==> src/rtl/uart_pkg.sv <==
// rtl/uart_pkg.sv - shared UART types, parity constants and helper functions
package uart_pkg;

  typedef enum logic [2:0] {
    IDLE       = 3'd0,
    START      = 3'd1,
    DATA       = 3'd2,
    PARITY     = 3'd3,
    STOP       = 3'd4,
    BREAK_WAIT = 3'd5
  } rx_state_t;

  localparam int PAR_NONE = 0;
  localparam int PAR_EVEN = 1;
  localparam int PAR_ODD  = 2;

  // Widest payload supported; narrower payloads are zero-extended, which
  // leaves the XOR reduction unchanged.
  localparam int MAX_DATA_BITS = 9;

  // Clocks per oversample tick (integer division).
  function automatic int calc_div(input int clk_hz, input int baud, input int os);
    return clk_hz / (baud * os);
  endfunction

  // Parity bit a transmitter would send for the payload in the given mode.
  function automatic logic calc_parity_bit(input logic [MAX_DATA_BITS-1:0] data,
                                           input int mode);
    return (mode == PAR_ODD) ? ~(^data) : (^data);
  endfunction

endpackage

==> src/rtl/uart_baud_tick.sv <==
// rtl/uart_baud_tick.sv - oversample tick divider, phase reset by clear_i
module uart_baud_tick #(
  parameter int DIV = 1
) (
  input  logic clk_i,
  input  logic rst_n_i,
  input  logic clear_i,
  output logic tick_o
);

  localparam int CW = (DIV > 1) ? $clog2(DIV) : 1;

  logic [CW-1:0] cnt_q, cnt_d;

  assign tick_o = (cnt_q == CW'(DIV - 1));

  // Next count: held at 0 while cleared, wraps after DIV-1.
  always_comb begin
    cnt_d = cnt_q;
    if (clear_i || tick_o) begin
      cnt_d = '0;
    end else begin
      cnt_d = cnt_q + CW'(1);
    end
  end

  // Counter register.
  always_ff @(posedge clk_i or negedge rst_n_i) begin
    if (!rst_n_i) begin
      cnt_q <= '0;
    end else begin
      cnt_q <= cnt_d;
    end
  end

endmodule

==> src/rtl/uart_rx.sv <==
// rtl/uart_rx.sv - oversampled UART receiver with valid/ready output register
module uart_rx #(
  parameter int CLK_FREQ_HZ = 50_000_000,
  parameter int BAUD_RATE   = 115_200,
  parameter int OVERSAMPLE  = 16,
  parameter int DATA_BITS   = 8,
  parameter int PARITY      = 0
) (
  input  logic                 clk_i,
  input  logic                 rst_n_i,
  input  logic                 rx_sync_i,
  output logic [DATA_BITS-1:0] rx_data_o,
  output logic                 rx_valid_o,
  input  logic                 rx_ready_i,
  output logic                 parity_err_o,
  output logic                 frame_err_o,
  output logic                 overrun_o,
  output logic                 busy_o
);

  import uart_pkg::*;

  localparam int DIV  = calc_div(CLK_FREQ_HZ, BAUD_RATE, OVERSAMPLE);
  localparam int OSW  = $clog2(OVERSAMPLE);
  localparam int HALF = OVERSAMPLE / 2;

  if (DIV < 1) begin : g_div_chk
    $error("uart_rx: CLK_FREQ_HZ too low for BAUD_RATE*OVERSAMPLE");
  end
  if ((OVERSAMPLE < 4) || (OVERSAMPLE % 2 != 0)) begin : g_os_chk
    $error("uart_rx: OVERSAMPLE must be even and >= 4");
  end
  if ((DATA_BITS < 5) || (DATA_BITS > MAX_DATA_BITS)) begin : g_db_chk
    $error("uart_rx: DATA_BITS must be 5..9");
  end

  rx_state_t            state_q, state_d;
  logic [OSW-1:0]       os_cnt_q, os_cnt_d;
  logic [3:0]           bit_cnt_q, bit_cnt_d;
  logic [DATA_BITS-1:0] shift_q, shift_d;
  logic                 par_err_q, par_err_d;
  logic                 stop_err_q, stop_err_d;
  logic                 done_q, done_d;

  logic [DATA_BITS-1:0] rx_data_q, rx_data_d;
  logic                 rx_valid_q, rx_valid_d;
  logic                 perr_out_q, perr_out_d;
  logic                 ferr_out_q, ferr_out_d;
  logic                 overrun_q, overrun_d;

  logic tick;
  logic os_full;

  // Tick phase restarts from the clock that detects the start edge.
  uart_baud_tick #(
    .DIV(DIV)
  ) u_baud_tick (
    .clk_i   (clk_i),
    .rst_n_i (rst_n_i),
    .clear_i (state_q == IDLE),
    .tick_o  (tick)
  );

  assign os_full = tick && (os_cnt_q == OSW'(OVERSAMPLE - 1));

  // Frame FSM: start detect, mid-bit sampling, parity and stop checks.
  always_comb begin
    state_d    = state_q;
    os_cnt_d   = os_cnt_q;
    bit_cnt_d  = bit_cnt_q;
    shift_d    = shift_q;
    par_err_d  = par_err_q;
    stop_err_d = stop_err_q;
    done_d     = 1'b0;
    case (state_q)
      IDLE: begin
        if (!rx_sync_i) begin
          state_d  = START;
          os_cnt_d = '0;
        end
      end
      START: begin
        if (tick) begin
          if (os_cnt_q == OSW'(HALF - 1)) begin
            os_cnt_d   = '0;
            bit_cnt_d  = '0;
            par_err_d  = 1'b0;
            stop_err_d = 1'b0;
            state_d    = rx_sync_i ? IDLE : DATA;
          end else begin
            os_cnt_d = os_cnt_q + OSW'(1);
          end
        end
      end
      DATA: begin
        if (os_full) begin
          os_cnt_d  = '0;
          shift_d   = {rx_sync_i, shift_q[DATA_BITS-1:1]};
          bit_cnt_d = bit_cnt_q + 4'd1;
          if (bit_cnt_q == 4'(DATA_BITS - 1)) begin
            state_d = (PARITY != PAR_NONE) ? uart_pkg::PARITY : STOP;
          end
        end else if (tick) begin
          os_cnt_d = os_cnt_q + OSW'(1);
        end
      end
      uart_pkg::PARITY: begin
        if (os_full) begin
          os_cnt_d  = '0;
          par_err_d = calc_parity_bit(MAX_DATA_BITS'(shift_q), PARITY) != rx_sync_i;
          state_d   = STOP;
        end else if (tick) begin
          os_cnt_d = os_cnt_q + OSW'(1);
        end
      end
      STOP: begin
        if (os_full) begin
          os_cnt_d   = '0;
          done_d     = 1'b1;
          stop_err_d = !rx_sync_i;
          state_d    = rx_sync_i ? IDLE : BREAK_WAIT;
        end else if (tick) begin
          os_cnt_d = os_cnt_q + OSW'(1);
        end
      end
      BREAK_WAIT: begin
        if (rx_sync_i) begin
          state_d = IDLE;
        end
      end
      default: state_d = IDLE;
    endcase
  end

  // Output register: load a finished frame unless the old one is still pending.
  always_comb begin
    rx_data_d  = rx_data_q;
    rx_valid_d = rx_valid_q;
    perr_out_d = perr_out_q;
    ferr_out_d = ferr_out_q;
    overrun_d  = 1'b0;
    if (rx_valid_q && rx_ready_i) begin
      rx_valid_d = 1'b0;
    end
    if (done_q) begin
      if (!rx_valid_q || rx_ready_i) begin
        rx_data_d  = shift_q;
        perr_out_d = par_err_q;
        ferr_out_d = stop_err_q;
        rx_valid_d = 1'b1;
      end else begin
        overrun_d = 1'b1;
      end
    end
  end

  // State and datapath registers.
  always_ff @(posedge clk_i or negedge rst_n_i) begin
    if (!rst_n_i) begin
      state_q    <= IDLE;
      os_cnt_q   <= '0;
      bit_cnt_q  <= '0;
      shift_q    <= '0;
      par_err_q  <= 1'b0;
      stop_err_q <= 1'b0;
      done_q     <= 1'b0;
      rx_data_q  <= '0;
      rx_valid_q <= 1'b0;
      perr_out_q <= 1'b0;
      ferr_out_q <= 1'b0;
      overrun_q  <= 1'b0;
    end else begin
      state_q    <= state_d;
      os_cnt_q   <= os_cnt_d;
      bit_cnt_q  <= bit_cnt_d;
      shift_q    <= shift_d;
      par_err_q  <= par_err_d;
      stop_err_q <= stop_err_d;
      done_q     <= done_d;
      rx_data_q  <= rx_data_d;
      rx_valid_q <= rx_valid_d;
      perr_out_q <= perr_out_d;
      ferr_out_q <= ferr_out_d;
      overrun_q  <= overrun_d;
    end
  end

  assign rx_data_o    = rx_data_q;
  assign rx_valid_o   = rx_valid_q;
  assign parity_err_o = perr_out_q;
  assign frame_err_o  = ferr_out_q;
  assign overrun_o    = overrun_q;
  assign busy_o       = (state_q != IDLE);

endmodule

==> config.mk <==
export PLATFORM = sky130hd
export DESIGN_NAME = uart_rx
export DESIGN_NICKNAME = d
export VERILOG_FILES = /design/src/rtl/uart_pkg.sv /design/src/rtl/uart_baud_tick.sv /design/src/rtl/uart_rx.sv
export SDC_FILE = /design/constraint.sdc
export NUM_CORES = 1
export LEC_CHECK = 0
export ABC_CLOCK_PERIOD_IN_PS = 2400
export CAP_MARGIN = 5
export CORE_AREA = 5 5 67 69
export CTS_CLUSTER_DIAMETER = 50
export DETAILED_ROUTE_END_ITERATION = 16
export DIE_AREA = 0 0 72 74
export DONT_BUFFER_PORTS = 1
export GPL_TIMING_DRIVEN = 0
export PLACE_DENSITY = 0.68
export SLEW_MARGIN = 15
export SYNTH_ARGS = -nofsm -noshare
export SYNTH_HDL_FRONTEND = slang
export SYNTH_SLANG_ARGS = --single-unit
==> constraint.sdc <==
create_clock -name clk_i -period 2.4 [get_ports clk_i]
set_input_delay 0.48 -clock clk_i [delete_from_list [all_inputs] [get_ports clk_i]]
set_output_delay 0.48 -clock clk_i [all_outputs]
set_load 0.03 [all_outputs]
# Yosys cells after proc, flatten, opt, wreduce, memory -nomap -nowiden
# Index checks and enable logic that the tools add are counted.
dict set report word_totals {
  regBits 39
  latch_bits 0
  ram_bits 0
  romBits 0
  input_bits 4
  mem_count 0
}
dict set report op_classes {
  add_sub_neg 3
  n_mul 0
  div_mod_pow 0
  order_cmp 0
  eq_ne 19
  shifts 0
  n_mux 35
  n_bitwise 0
  reduce_logical 21
}
# op count
set ops {}
lappend ops {{4-bit 2-to-1 mux} 8}
lappend ops {{3-bit 2-to-1 mux} 9}
lappend ops {{3-bit case mux with 6 select lines} 1}
lappend ops {{2-bit inequality test (second input constant)} 8}
lappend ops {{4-bit AND reduction} 4}
lappend ops {{4-bit case mux with 3 select lines} 1}
lappend ops {{1-bit 2-to-1 mux} 11}
lappend ops {{9-bit parity} 1}
lappend ops {{4-bit by 1-bit adder with 4-bit output (second input constant)} 2}
lappend ops {{4-bit by 3-bit equality test with 1-bit output (second input constant)} 2}
lappend ops {{4-bit case mux with 2 select lines} 1}
lappend ops {{8-bit AND reduction} 1}
lappend ops {{3-bit by 2-bit equality test with 1-bit output (second input constant)} 2}
lappend ops {{3-bit equality test (second input constant)} 2}
lappend ops {{2-bit nonzero test} 3}
lappend ops {{3-bit nonzero test} 2}
lappend ops {{5-bit by 1-bit adder with 5-bit output (second input constant)} 1}
lappend ops {{5-bit equality test (second input constant)} 1}
lappend ops {{5-bit 2-to-1 mux} 1}
lappend ops {{4-bit equality test (second input constant)} 1}
lappend ops {{1-bit case mux with 2 select lines} 2}
lappend ops {{2-bit AND reduction} 2}
lappend ops {{3-bit by 1-bit equality test with 1-bit output (second input constant)} 1}
lappend ops {{3-bit logical NOT} 1}
lappend ops {{other kinds (7)} 10}

# Depth between registers and ports, before layout
# Gate-level depths: netlist (run 1).
dict set report logic_depth {
  depth_word 4
  ltp_mapped 8
  depth_no_buf 7
}

# Modules after synthesis
# Synthesis (run 1) repeated with hierarchy kept, for this count alone.
dict set report hier_totals {
  cells_unflattened 186
  area_unflattened_um2 2020.7
}
# module instances cells_per_inst area_per_inst_um2 seq_area_each_um2
set modules_own_cells {}
lappend modules_own_cells {uart_rx 1 164 1736.7 850.8}
lappend modules_own_cells {uart_baud_tick 1 22 284.0 125.1}

# Least setup slack after synthesis (run 1)
# OpenSTA, ideal clock, no wires.
dict set report synth_path {
  path_kind {register to register}
  from {register u_baud_tick.cnt_q[0]}
  to {register state_q[0]}
  t_arrival_ns 1.808
  required_ns 2.272
  path_slack_ns 0.464
  stages_incl_launch_ff 9
  n_path_buf 1
  synth_period_minus_slack_ns 1.936
  path_cell_list {dfrtp_1 inv_1 ha_1 and4b_1 buf_4 nand2_1 o311a_1 a21oi_2 mux2_1}
}
dict set report synth_via {
  elab_chain_len 4
}
# element line_no
set synth_rtl {}
lappend synth_rtl {{start, declared} uart_baud_tick.sv:13} ;# logic [CW-1:0] cnt_q, cnt_d;
lappend synth_rtl {{start signal, assigned} uart_baud_tick.sv:32} ;# cnt_q <= cnt_d;
lappend synth_rtl {{5-bit equality test *} uart_baud_tick.sv:15} ;# assign tick_o = (cnt_q == CW'(DIV - 1));
lappend synth_rtl {{1-bit logical AND} uart_rx.sv:64} ;# assign os_full = tick && (os_cnt_q == OSW'(OVERSAMPLE - 1));
lappend synth_rtl {{2-bit inequality test (no line)} --}
lappend synth_rtl {{8-bit AND reduction (no line) *} --}
lappend synth_rtl {{end signal, assigned} uart_rx.sv:173} ;# state_q <= state_d;
lappend synth_rtl {{end, declared} uart_rx.sv:37} ;# rx_state_t state_q, state_d;
# Every way passes the cells marked *; elsewhere a longest branch is shown, timed or not.
# A chain may end at the register's enable or synchronous reset.

# Worst setup path in the final report (run 1)
dict set report layout_path {
  from {register state_q[1]}
  to {output busy_o}
}
dict set report layout_via {
  elab_chain_len 1
}
# element line_no
set layout_rtl {}
lappend layout_rtl {{3-bit nonzero test} uart_rx.sv:193} ;# assign busy_o = (state_q != IDLE);
lappend layout_rtl {{end, declared} uart_rx.sv:18} ;# output logic busy_o
# Every way passes these cells.

==> results.toml, run 1 <==
[power]
irDropWorstVdd_mv = 0.4964
power_density_nw_per_um2 = 790.7
leakage_uw = 0.001015

[synthesis]
yosysSeqAreaShare = 0.4924
synthTopCellsByArea = "dfrtp_1, mux2_2, xnor2_1, ha_1, nor2_1"
async_reset_ff_frac = 1.000
syn_inst = 180
synth_flop_cell = "dfrtp_1"
synthesis.nets = 188
yosysMostFrequentCell = "dfrtp_1"
netlist_area_um2 = 1982
synthDistinctLibCells = 48
synth_edf_count = 0
yosys-top-cells-count = "dfrtp_1, mux2_2, nor2_1"
postSynthAreaPerCell_um2 = 11.01
synth_top_area_share = 0.4924
ys_warn_count = 0
yosysTopAreaCell = "dfrtp_1"
yosys_register_bits = 39

[final_layout]
finish.utilization = 0.5574
diodes = 0
drive_gt1_frac = 0.2063
fillers = 349
syn_to_final_growth_pct = 8.460
final_cell_count_no_fill = 239
fin_nets = 196

[timing]
setup_viol_count_final = 0
finalCritPeriodShare = 0.8946
finalHoldViolCount = 0
rsz0062_at_grt = "false"
finClkSkew_ps = 6.270
slew_headroom = 0.6335
fin_setup_tns_ps = 0
timing.final.crit_period_ps = 2147
fmax_mhz = 465.8
tightest_slew_ps = 549.1
hold_ws_ps = 16.43
maxSlewViolCount = 0

[detailed_routing]
wire_per_inst_um = 14.87
vias = 1366
detail-route-antenna-nets = 0
vias_per_cell = 5.715
drt-total-wl_um = 3554
drt-initial-drc-count = 60
drc_errors = 0
dr.pass1.iters = 4

[die]
die_area_um2 = 5328
ios = 17
start_util = 0.5140
rows = 23
die_h_um = 74
core_um2 = 3856
fp.dieW_um = 72

[worst_setup_path]
arrival_ps = 1670
worst_ep_required_time_ps = 1920
path_class = "flop to primary output"
cp-start-kind = "flop"
critical_path.max_fanout = 10
endpoint_kind = "primary output"

[global_routing]
grt_pass1_wl_um = 6279
groute.usage.overall = 0.1510
grt_pass1_vias = 1392
grt_antenna_before_repair = 0
overflow = 0
grt_max_degree = 40

[place]
dp_cells = 230
io_buffers = 0
gp_congestion = 0.8777
hpwl_um = 2561

[outcome]
status = "complete, no violations"

[flow_run]
maxCapViolations = 0

[clocking]
worstSkewPairLatency_ps = 290
path_clk_slew_ps = 80
cts_tree = "built"
cts_max_level = 2
clockRootBuffer = "clkbuf_8"
cts_made_buffers = 5
clockBufferDepth = 2
cts_setup_buffers = 0
clock-sinks = 39

[hold_path]
hp-class = "input port to async pin"
critical path: stages (launching register included):
cell      delay (ps)
dfrtp_1          360
clkbuf_1         180
clkbuf_1         250
or3_1            590
path summary, 6_finish.rpt:
| kind | start | to | slack (ps) | cells past startpoint |
|---|---|---|---|---|
| max reg2reg | u_baud_tick.cnt_q[0] | state_q[0] | 260 | 7 |
| max in group asynchronous | rst_n_i | par_err_q | 2180 | 1 |
| min reg2reg | done_q | rx_valid_o | 490 | 2 |
| max | state_q[1] | busy_o | 250 | 3 |
| min | rst_n_i | os_cnt_q[2] | 20 | 1 |
| min in group clk_i | rx_ready_i | overrun_o | 400 | 2 |
power breakdown:
group	switching, uW	internal, uW
Clock	225	203
Sequential	28.6	706
Combinational	331	206
Total	585	1110
sequential cells by signal (all words and copies together) (netlist names), 3 cells and up:
register	flops
rx_data_o	8
shift_q	8
u_baud_tick.cnt_q	5
bit_cnt_q	4
os_cnt_q	4
state_q	3
routing by layer:
layer / share of wire / global-route usage / up-vias
met4: 0.019 / 0.05010 / 0
li1: - / - / 653
met2: 0.49 / 0.2449 / 42
met5: 0 / 0 / -
met3: 0.061 / 0.05135 / 6
met1: 0.43 / 0.1915 / 665
through the flow:
stage,setup slack (ps),instance area (um2),total power [uW]
5_1_grt,98.42,2150,1814
3_5_place_dp,258.1,2044,1262
6_report,253.0,2150,1700
3_3_place_gp,320.6,2044,1244
4_1_cts,218.4,2150,1717
2_1_floorplan,464.2,1982,1170
kinds of logic (layout without fill, tap and decap cells):
group,after synthesis,after routing,synth area share
buffers and inverters,15,24,0.03283
and+or+nand+nor,57,57,0.1553
DFF,39,39,0.4924
muxes,22,22,0.1250
adders and majority gates,4,4,0.02525
AOI/OAI and AO/OA,30,30,0.1118
xor gates and xnor gates,13,13,0.05745
cell type report:
cell class              instances  area, um2  area share
flip-flops and latches         39      975.9      0.4540
clock buffers                   6      72.57     0.03376
plain buffers                  10      46.29     0.02154
clock inverters                 2      12.51    0.005821
repair buffers                  1      20.02    0.009313
well taps                      50      62.56     0.02910
multi-input cells             126      940.9      0.4377
inverters                       5      18.77    0.008731
cell usage in the layout (no fill, tap or decap), types with 2 or more instances in the layout:
cell	instances
dfrtp_1	39
mux2_2	20
nor2_1	13
nand2_1	12
xnor2_1	8
clkbuf_1	6
nand3_1	6
o21ai_0	6
inv_1	5
xor2_1	5
nor3_1	5
clkbuf_8	5
nand2b_1	4
a21oi_1	4
ha_1	4
buf_2	3
and3_1	3
a211o_1	3
o311a_1	2
mux2_1	2
o22a_1	2
o21ai_1	2
what timing repair did:
item                                   4_1_cts  5_1_grt
hold buffers                                 1        0
gates resized for setup                      0        0
endpoints found under the hold margin       39        0
No activity file was read; power rests on OpenSTA's default activity.
==> run 2, diff against run 1 <==
--- a/config.mk
+++ b/config.mk
@@ -5,7 +5,7 @@
 export SDC_FILE = /design/constraint.sdc
 export NUM_CORES = 1
 export LEC_CHECK = 0
-export ABC_CLOCK_PERIOD_IN_PS = 2400
+export ABC_CLOCK_PERIOD_IN_PS = 2800
 export CAP_MARGIN = 5
 export CORE_AREA = 5 5 67 69
 export CTS_CLUSTER_DIAMETER = 50
==> constraint.sdc (replaced) <==
create_clock -name clk_i -period 2.8 [get_ports clk_i]
set_input_delay 0.56 -clock clk_i [delete_from_list [all_inputs] [get_ports clk_i]]
set_output_delay 0.56 -clock clk_i [all_outputs]
set_load 0.03 [all_outputs]
==> results of run 2 <==
The final DEF is identical to that of run 1. Status: complete, no violations.
Main changes from that run: setup slack after placement 258.1 ps -> 658.1 ps; setup slack after layout 253.0 ps -> 573.0 ps; hold slack 16.43 ps -> 96.43 ps; register-to-register setup slack 260 ps -> 660 ps; total power 1700 uW -> 1457 uW; worst IR drop on VDD 0.4964 mV -> 0.4255 mV
==> run 3, diff against run 2 <==
--- a/config.mk
+++ b/config.mk
@@ -5,7 +5,7 @@
 export SDC_FILE = /design/constraint.sdc
 export NUM_CORES = 1
 export LEC_CHECK = 0
-export ABC_CLOCK_PERIOD_IN_PS = 2800
+export ABC_CLOCK_PERIOD_IN_PS = 2000
 export CAP_MARGIN = 5
 export CORE_AREA = 5 5 67 69
 export CTS_CLUSTER_DIAMETER = 50
@@ -13,7 +13,7 @@
 export DIE_AREA = 0 0 72 74
 export DONT_BUFFER_PORTS = 1
 export GPL_TIMING_DRIVEN = 0
-export PLACE_DENSITY = 0.68
+export PLACE_DENSITY = 0.7
 export SLEW_MARGIN = 15
 export SYNTH_ARGS = -nofsm -noshare
 export SYNTH_HDL_FRONTEND = slang
==> constraint.sdc (replaced) <==
create_clock -name clk_i -period 2 [get_ports clk_i]
set_input_delay 0.4 -clock clk_i [delete_from_list [all_inputs] [get_ports clk_i]]
set_output_delay 0.4 -clock clk_i [all_outputs]
set_load 0.03 [all_outputs]
==> results.toml, run 3 (same netlist as run 1, synthesis figures left out) <==
[die]
core_um2 = 3856
start_util = 0.5140
rows = 23
ios = 17
fp.dieW_um = 72
die_area_um2 = 5328
die_h_um = 74

[worst_setup_path]
path_class = "flop to flop"
critical_path.max_fanout = 6
arrival_ps = 2200
endpoint_kind = "flop"
worst_ep_required_time_ps = 2180
crit_chain = "ha_2 -> and4b_1 -> buf_6 -> a41o_1 -> a31oi_4 -> a21oi_4 -> buf_4 -> a211o_1"
max_stage_delay_ps = 390
critPathSlowestCell = "dfrtp_1"
cp-start-kind = "flop"

[detailed_routing]
detail-route-antenna-nets = 0
drt-total-wl_um = 3846
vias = 1362
wire_per_inst_um = 15.63
drc_errors = 0
dr.pass1.iters = 4
vias_per_cell = 5.537
drt-initial-drc-count = 63

[global_routing]
grt_pass1_wl_um = 6755
overflow = 0
busiest_layer = "met2"
grt_use_met2 = 0.2827
use_met1 = 0.1943
grt_max_degree = 40
grt_antenna_before_repair = 0
met3_usage = 0.05000
groute.usage.overall = 0.1615
grt_pass1_vias = 1451

[power]
irDropWorstVdd_mv = 0.6762
power_density_nw_per_um2 = 955.6
leakage_uw = 0.001081
finalPower_uw = 2206

[outcome]
status = "finished, violations left"
failed_checks = "setup timing"

[timing]
setup_viol_count_final = 1
rsz0062_at_grt = "true"
slew_headroom = 0.6257
timing.final.crit_period_ps = 2025
hold_ws_ps = 325.6
finClkSkew_ps = 6.362
finalCritPeriodShare = 1.012
worst_slack_ps = -24.74
finalHoldViolCount = 0
tightest_slew_ps = 561.5
fmax_mhz = 493.9
maxSlewViolCount = 0

[clocking]
cts_made_buffers = 5
path_clk_slew_ps = 80
clockBufferDepth = 2
clockRootBuffer = "clkbuf_8"
cts_tree = "built"
clock-sinks = 39
cts_max_level = 2
worstSkewPairLatency_ps = 290

[final_layout]
final_cell_mix = "dfrtp_1, mux2_2, nor2_1"
multiInputGateArea_um2 = 1032
syn_to_final_growth_pct = 16.48
fillers = 328
layout_commonest_cell = "dfrtp_1"
drive_gt1_frac = 0.3163
diodes = 0
seqCellArea_um2 = 977.2
fin_nets = 203

[place]
hpwl_um = 2649
gp_congestion = 0.9115
io_buffers = 0
pre_cts_ws_ps = -197.3

[flow_run]
maxCapViolations = 0

[hold_path]
hp-class = "input port to flop"
[run 3: where the power goes]
| part | internal [uW] | total (uW) | switching, uW |
|---|---|---|---|
| Combinational | 345 | 804 | 459 |
| Sequential | 846 | 873 | 26.0 |
| Clock | 243 | 529 | 287 |
[run 3: routing by layer]
metal / share of wire / vias up
met5: 0 / -
met3: 0.049 / 8
met1: 0.44 / 663
li1: - / 667
met2: 0.49 / 24
met4: 0.016 / 0
[run 3: what timing repair did]
action	CTS	global route
setup endpoints to repair	13	14
pin swaps	5	3
resized for setup	15	11
setup buffers	5	1
hold buffers	2	0
hold endpoints to repair	39	0
[run 3: worst max-delay path: cells and delay by family, from the launching register on]
family                     cells  cell delay, ps
and+or+nand+nor                1             210
adders and majority gates      1             180
AOI/OAI and AO/OA              4             820
DFF                            1             390
buffers and inverters          2             300
[run 3: cell type report]
cell class / count / area share
buffer: 10 / 0.02331
clock buffer: 5 / 0.02981
clock inverter: 3 / 0.008672
inverter: 5 / 0.008130
multi-input combinational: 126 / 0.4472
sequential: 39 / 0.4233
tap: 50 / 0.02710
timing repair buffer: 8 / 0.03252
[run 3: path summary, 6_finish.rpt]
path | start | endpoint | slack, ps | depth (start not counted)
setup / recovery | u_baud_tick.cnt_q[1] | state_q[2] | -20 | 8
hold / removal | rx_ready_i | overrun_o | 330 | 2
setup reg to reg | u_baud_tick.cnt_q[1] | state_q[2] | -20 | 8
hold reg to reg | done_q | rx_valid_o | 490 | 2
max in group asynchronous | rst_n_i | os_cnt_q[0] | 1240 | 2
min in group asynchronous | rst_n_i | state_q[1] | 560 | 2
[run 3: metrics by stage]
| stage | cell area [um2] | instances | util | setup TNS, ps |
|---|---|---|---|---|
| floorplan | 1982 | 180 | - | 0 |
| global placement | 2044 | 230 | 0.5302 | -720.0 |
| detailed placement | 2044 | 230 | 0.5302 | -1257 |
| CTS | 2270 | 245 | 0.5886 | -110.4 |
| global route | 2308 | 246 | 0.5986 | -270.3 |
| finish | 2308 | 246 | 0.5986 | -24.74 |
